## src/rtl/exe_alu_arbiter_pkg.sv

```systemverilog
// Shared constants and types for the EXE-stage ALU arbiter: opcodes, datapath width,
// requester port indices and the per-request operand bundle.
package exe_alu_arbiter_pkg;

  localparam int XLEN = 32;

  localparam logic [3:0] OP_ADD     = 4'd1;
  localparam logic [3:0] OP_SRL     = 4'd2;
  localparam logic [3:0] OP_SRA     = 4'd3;
  localparam logic [3:0] OP_ADD_ALT = 4'd8;
  localparam logic [3:0] OP_SLT     = 4'd9;
  localparam logic [3:0] OP_SRL_ALT = 4'd10;

  localparam logic PORT0 = 1'b0;
  localparam logic PORT1 = 1'b1;

  typedef struct packed {
    logic [3:0]      op;
    logic [XLEN-1:0] a;
    logic [XLEN-1:0] b;
  } alu_req_t;

endpackage

```

## src/rtl/exe_alu_core.sv

```systemverilog
// Purely combinational ALU opcode-table evaluator; unknown opcodes produce zero.
// Shifts use only the low five bits of b.
module exe_alu_core
  import exe_alu_arbiter_pkg::*;
(
  input  logic [3:0]      op_i,
  input  logic [XLEN-1:0] a_i,
  input  logic [XLEN-1:0] b_i,
  output logic [XLEN-1:0] result_o
);

  logic [4:0] shamt;

  always_comb begin
    result_o = '0;
    shamt    = b_i[4:0];
    case (op_i)
      OP_ADD, OP_ADD_ALT: result_o = a_i + b_i;
      OP_SRL, OP_SRL_ALT: result_o = a_i >> shamt;
      OP_SRA:             result_o = $unsigned($signed(a_i) >>> shamt);
      OP_SLT:             result_o = {{(XLEN-1){1'b0}}, ($signed(a_i) < $signed(b_i))};
      default:            result_o = '0;
    endcase
  end

endmodule

```

## src/rtl/exe_alu_arbiter.sv

```systemverilog
// Two-requester arbiter, one-entry result register and saturating grant counters in front
// of the shared EXE ALU. Define EXE_ARB_RR_EN for round-robin contention, else port 0 wins.
module exe_alu_arbiter
  import exe_alu_arbiter_pkg::*;
#(
  parameter int CNT_W = 16
) (
  input  logic             clock,
  input  logic             reset,
  input  logic             io_req0_valid,
  output logic             io_req0_ready,
  input  logic [3:0]       io_req0_op,
  input  logic [XLEN-1:0]  io_req0_a,
  input  logic [XLEN-1:0]  io_req0_b,
  input  logic             io_req1_valid,
  output logic             io_req1_ready,
  input  logic [3:0]       io_req1_op,
  input  logic [XLEN-1:0]  io_req1_a,
  input  logic [XLEN-1:0]  io_req1_b,
  output logic             io_resp_valid,
  input  logic             io_resp_ready,
  output logic [XLEN-1:0]  io_resp_data,
  output logic             io_resp_src,
  output logic [CNT_W-1:0] io_grant_cnt0,
  output logic [CNT_W-1:0] io_grant_cnt1
);

  localparam logic [CNT_W-1:0] CNT_ONE = {{(CNT_W-1){1'b0}}, 1'b1};
  localparam logic [CNT_W-1:0] CNT_MAX = '1;

  logic             resp_valid_q, resp_valid_d;
  logic [XLEN-1:0]  resp_data_q,  resp_data_d;
  logic             resp_src_q,   resp_src_d;
  logic             last_grant_q, last_grant_d;
  logic [CNT_W-1:0] cnt0_q, cnt0_d;
  logic [CNT_W-1:0] cnt1_q, cnt1_d;

  logic             accept;
  logic             winner;
  logic             grant;
  alu_req_t         req0, req1, sel_req;
  logic [XLEN-1:0]  alu_result;

  assign req0 = '{op: io_req0_op, a: io_req0_a, b: io_req0_b};
  assign req1 = '{op: io_req1_op, a: io_req1_a, b: io_req1_b};

  assign accept = !resp_valid_q || io_resp_ready;

`ifdef EXE_ARB_RR_EN
  always_comb begin
    if (io_req0_valid && io_req1_valid) winner = ~last_grant_q;
    else                                winner = io_req1_valid ? PORT1 : PORT0;
  end
`else
  // Fixed priority still tracks last_grant so both builds keep identical state.
  logic unused_last_grant;
  assign unused_last_grant = last_grant_q;
  assign winner = io_req0_valid ? PORT0 : PORT1;
`endif

  // Ready never depends on operand/opcode inputs, only on valids and the consumer.
  assign grant         = !reset && accept && (io_req0_valid || io_req1_valid);
  assign io_req0_ready = grant && (winner == PORT0);
  assign io_req1_ready = grant && (winner == PORT1);

  assign sel_req = (winner == PORT1) ? req1 : req0;

  exe_alu_core u_alu (
    .op_i     (sel_req.op),
    .a_i      (sel_req.a),
    .b_i      (sel_req.b),
    .result_o (alu_result)
  );

  always_comb begin
    resp_valid_d = resp_valid_q;
    resp_data_d  = resp_data_q;
    resp_src_d   = resp_src_q;
    last_grant_d = last_grant_q;
    cnt0_d       = cnt0_q;
    cnt1_d       = cnt1_q;
    if (grant) begin
      resp_valid_d = 1'b1;
      resp_data_d  = alu_result;
      resp_src_d   = winner;
      last_grant_d = winner;
      if (winner == PORT0 && cnt0_q != CNT_MAX) cnt0_d = cnt0_q + CNT_ONE;
      if (winner == PORT1 && cnt1_q != CNT_MAX) cnt1_d = cnt1_q + CNT_ONE;
    end else if (io_resp_ready) begin
      resp_valid_d = 1'b0;
    end
  end

  always_ff @(posedge clock) begin
    if (reset) begin
      resp_valid_q <= 1'b0;
      resp_data_q  <= '0;
      resp_src_q   <= PORT0;
      last_grant_q <= PORT1;
      cnt0_q       <= '0;
      cnt1_q       <= '0;
    end else begin
      resp_valid_q <= resp_valid_d;
      resp_data_q  <= resp_data_d;
      resp_src_q   <= resp_src_d;
      last_grant_q <= last_grant_d;
      cnt0_q       <= cnt0_d;
      cnt1_q       <= cnt1_d;
    end
  end

  assign io_resp_valid = resp_valid_q;
  assign io_resp_data  = resp_data_q;
  assign io_resp_src   = resp_src_q;
  assign io_grant_cnt0 = cnt0_q;
  assign io_grant_cnt1 = cnt1_q;

endmodule

```

## config.mk

```make
export PLATFORM = sky130hd
export DESIGN_NAME = exe_alu_arbiter
export DESIGN_NICKNAME = d
export VERILOG_FILES = /design/src/rtl/exe_alu_arbiter_pkg.sv /design/src/rtl/exe_alu_core.sv /design/src/rtl/exe_alu_arbiter.sv
export SDC_FILE = /design/constraint.sdc
export NUM_CORES = 1
export LEC_CHECK = 0
export BUFFER_PORTS_ARGS = -buffer_cell sky130_fd_sc_hd__buf_2
export CAP_MARGIN = 5
export CORE_ASPECT_RATIO = 1.2
export CORE_MARGIN = 2
export CORE_UTILIZATION = 41
export CTS_CLUSTER_SIZE = 12
export DETAILED_ROUTE_END_ITERATION = 8
export PLACE_DENSITY = 0.62
export SLEW_MARGIN = 20
export SYNTH_ARGS = -nofsm -noshare
export SYNTH_HDL_FRONTEND = slang
export SYNTH_HIERARCHICAL = 1
export SYNTH_SLANG_ARGS = --single-unit
```

## constraint.sdc

```tcl
create_clock -name clock -period 9.3 [get_ports clock]
set_input_delay 1.86 -clock clock [delete_from_list [all_inputs] [get_ports clock]]
set_output_delay 1.86 -clock clock [all_outputs]
set_load 0.02 [all_outputs]
```

==> results.toml <==
[status]
run_status = "completed"

[cts]
root_buffer = "sky130_fd_sc_hd__clkbuf_16"
clock_tree_from_tritoncts = "yes"
resized_cells_post_cts = 0
clock-sinks = 66
clock_tree_buf_depth = 2
numCtsBuffers = 9
cts-hold-fix-buffers = 0
worstSkewPairLatency_ns = 0.33
h-tree-depth = 3
clock_input_transition_at_the_sequential_cells_of_the_worst_setup_and_hold_paths_ns = 0.05
post-cts-setup-buffer-count = 0

[setup_path]
critical_path.max_stage_delay_ns = 0.71
most_repeated_library_cell_on_the_critical_path = "sky130_fd_sc_hd__a21oi_1"
critical_path_arrival_ns = 6.43
critPathLaunchType = "input port"
cp_cell_sequence = "buf_2 -> buf_4 -> mux2_2 -> inv_2 -> ha_1 -> inv_1 -> a21oi_1 -> o41ai_2 -> a22oi_1 -> a21oi_1 -> a21oi_1 -> xnor2_1 -> o21ai_0 -> nand2_1 -> o21ai_0"
rrSetupSlack_ns = 7.44
timing.critical_path.required_ns = 9.49
cp_max_fo = 48
cp-end-kind = "flip-flop"
cpMaxStageDelayCell = "sky130_fd_sc_hd__mux2_2"
crit-reg2reg-launch = "io_grant_cnt0[0]"
worst-setup-path-type = "in -> reg"
worstReg2RegEnd = "io_grant_cnt0[3]"
ff2ff_path_depth = 6

[cells_and_area]
final_cell_mix = "sky130_fd_sc_hd__buf_2, sky130_fd_sc_hd__nand2_1, sky130_fd_sc_hd__nor2_1"
layout.cells.most_common = "sky130_fd_sc_hd__buf_2"
instances_no_fill = 1529
fill_cells = 2074
antenna_cells_inserted = 0
finish.utilization = 0.483
num-nets-final = 1466
layout-area-overhead-vs-synth_pct = 16.7
design_area_sq_um = 9710
drive_gt1_frac = 0.275

[place]
portBuffers = 208
place.detailed.hpwl_mm = 21.5
place.gp.congestion = 1.00
placed_area_sq_um = 9430
dp_cells = 1513

[min_path]
worst_hold_startpoint = "io_resp_data[19]"
worstHoldPathCells = 2
worstHoldEndpoint = "io_resp_data[19]"
hold_class = "reg -> reg"

[floorplanning]
y_dimension_of_the_die_microns = 160
io_pins = 209
die_width_microns = 134
die_area_sq_um = 21500
std_cell_rows = 57
starting_density_of_the_core = 0.414
coreArea_sq_um = 20100

[synth]
yosysUniqueCellTypes = 96
postSynthRegisterBits = 66
synth_top_cell_area_share = 0.159
dominantRegCellSynth = "sky130_fd_sc_hd__dfxtp_1"
synth-edff-count = 0
ys_seq_area_frac = 0.159
synth-async-reset-ratio = 0
synthCells = 1096
syn-cell-area_sq_um = 8320
yosysTopAreaCell = "sky130_fd_sc_hd__dfxtp_1"
avg_inst_size_synth_sq_um = 7.59
netlist_top_cells_area = "sky130_fd_sc_hd__dfxtp_1, sky130_fd_sc_hd__ha_1, sky130_fd_sc_hd__mux2_2, sky130_fd_sc_hd__nand2_1, sky130_fd_sc_hd__mux2i_1"
synth_fp_nets = 1303
ys.warnings.count = 6

[job]
max_cap_violations = 0

[timing]
finalCritPeriodShare = 0.672
final_max_slew_viol_count = 0
worstMarginPinSlew_ns = 0.826
timing.setup.tns_ns = 0
worst_slew_margin_rel = 0.449
hold_violations = 0
min_clock_period_post_route_ns = 6.25
fmax_mhz = 160
clock_skew_ns = 0.00695
rsz_0062_raised_after_global_routing = "false"
report.final.setup_viol = 0

[detailed_routing]
drtIter0Drc = 499
post_drt_wl_per_cell_microns = 17.5
post-route-drc-count = 0
postRouteWirelength_mm = 26.8
firstDrtPassIters = 8
vias = 8678
drt-vias-per-instance = 5.68
post_route_antenna_net_violation_count = 0

[pwr]
vdd_drop_max_mv = 0.0890
power_mw = 1.20
leakagePower_nw = 4.31
power-per-cell-area_nw_per_um2 = 123

[grt]
grt_remaining_overflow = 0
grt_antenna_before_repair = 0
grt_usage = 0.240
via_count_of_the_first_global_routing_pass = 7937
grt_start_max_net_pins = 66
first_pass_grt_wire_length_mm = 42.0
[area by class of cell]
| class | instances | area, sq um | share of cell area |
|---|---|---|---|
| multi-input cells | 903 | 6450 | 0.664 |
| clock buffers | 12 | 256 | 0.0264 |
| well taps | 265 | 332 | 0.0341 |
| repair buffers | 212 | 1070 | 0.110 |
| clock inverters | 4 | 26.3 | 0.00271 |
| flip-flops and latches | 66 | 1320 | 0.136 |
| inverters | 67 | 254 | 0.0262 |
[cell families (layout without fill, tap and decap cells)]
logic type,Yosys count,in the layout,share of synthesized area
AOI/OAI and AO/OA,290,290,0.229
xor gates and xnor gates,54,54,0.0568
adders and majority gates,66,66,0.100
buffers and inverters,127,295,0.0668
DFF,66,66,0.159
muxes,122,122,0.165
and+or+nand+nor,371,371,0.223
[power by group]
part / switching (mW) / total, mW / leakage [nW] / internal, mW
Combinational: 0.360 / 0.576 / 3.63 / 0.216
Clock: 0.123 / 0.317 / 0.139 / 0.194
Sequential: 0.00867 / 0.306 / 0.536 / 0.297
[flip-flops by register name, summed over array words and instances, names as in the netlist]
register	count
io_resp_data	32
io_grant_cnt0	16
io_resp_src	1
io_grant_cnt1	16
io_resp_valid	1
[worst max-delay path: cells and delay by family]
| family | cells | cell delay (ns) |
|---|---|---|
| buffers and inverters | 4 | 1.54 |
| AND/OR/NAND/NOR | 1 | 0.08 |
| AO/OA/AOI/OAI | 7 | 1.56 |
| multiplexers | 1 | 0.71 |
| adder cells (fa/ha/maj) | 1 | 0.40 |
| XOR/XNOR | 1 | 0.20 |
[stage by stage]
| stage | setup WS (ns) | hold WS, ns |
|---|---|---|
| 2_1_floorplan | 3.82 | 0.531 |
| 3_3_place_gp | 2.76 | 0.441 |
| 3_5_place_dp | 2.67 | 0.450 |
| 4_1_cts | 3.00 | 0.455 |
| 5_1_grt | 2.64 | 0.475 |
| 6_report | 3.05 | 0.451 |
[routing by layer]
layer  share of wire  GRT usage  up-vias
met1            0.44      0.317     4025
li1                -          -     4286
met5               0          0        -
met3           0.057     0.0210       36
met2            0.47      0.407      331
met4           0.026     0.0837        0
[cell usage after synthesis, drive strengths merged (4+ instances only)]
library cell  count
buf              25
a21o              5
mux2i            45
and2              7
xor2              4
o211ai            7
dfxtp            66
a21oi            77
nand2           152
xnor2            50
nand3            18
o311ai            6
o21bai            8
nand2b            4
ha               65
a31oi            14
o22ai             5
mux4              5
nor4             18
nor2             93
o21ai            91
o221ai            9
o31ai            14
nor3             27
mux2             72
nand4            17
nor2b             8
o21a              4
nor4b             4
clkbuf           35
inv              67
and3              5
a211oi           15
[how the worst max path moves through the flow]
stage | from | to | slack (ns) | cells past startpoint
6_report | io_req0_valid | io_resp_data[25] | 3.05 | 15
5_1_grt | io_req0_valid | io_resp_data[25] | 2.64 | 15
4_1_cts | io_req0_valid | io_resp_data[29] | 3.00 | 15
3_5_place_dp | io_req0_valid | io_resp_data[29] | 2.67 | 15
3_3_place_gp | io_req0_valid | io_resp_data[29] | 2.76 | 15
2_1_floorplan | io_req0_valid | io_resp_data[30] | 3.82 | 18
Power figures use the tool's default switching activity.
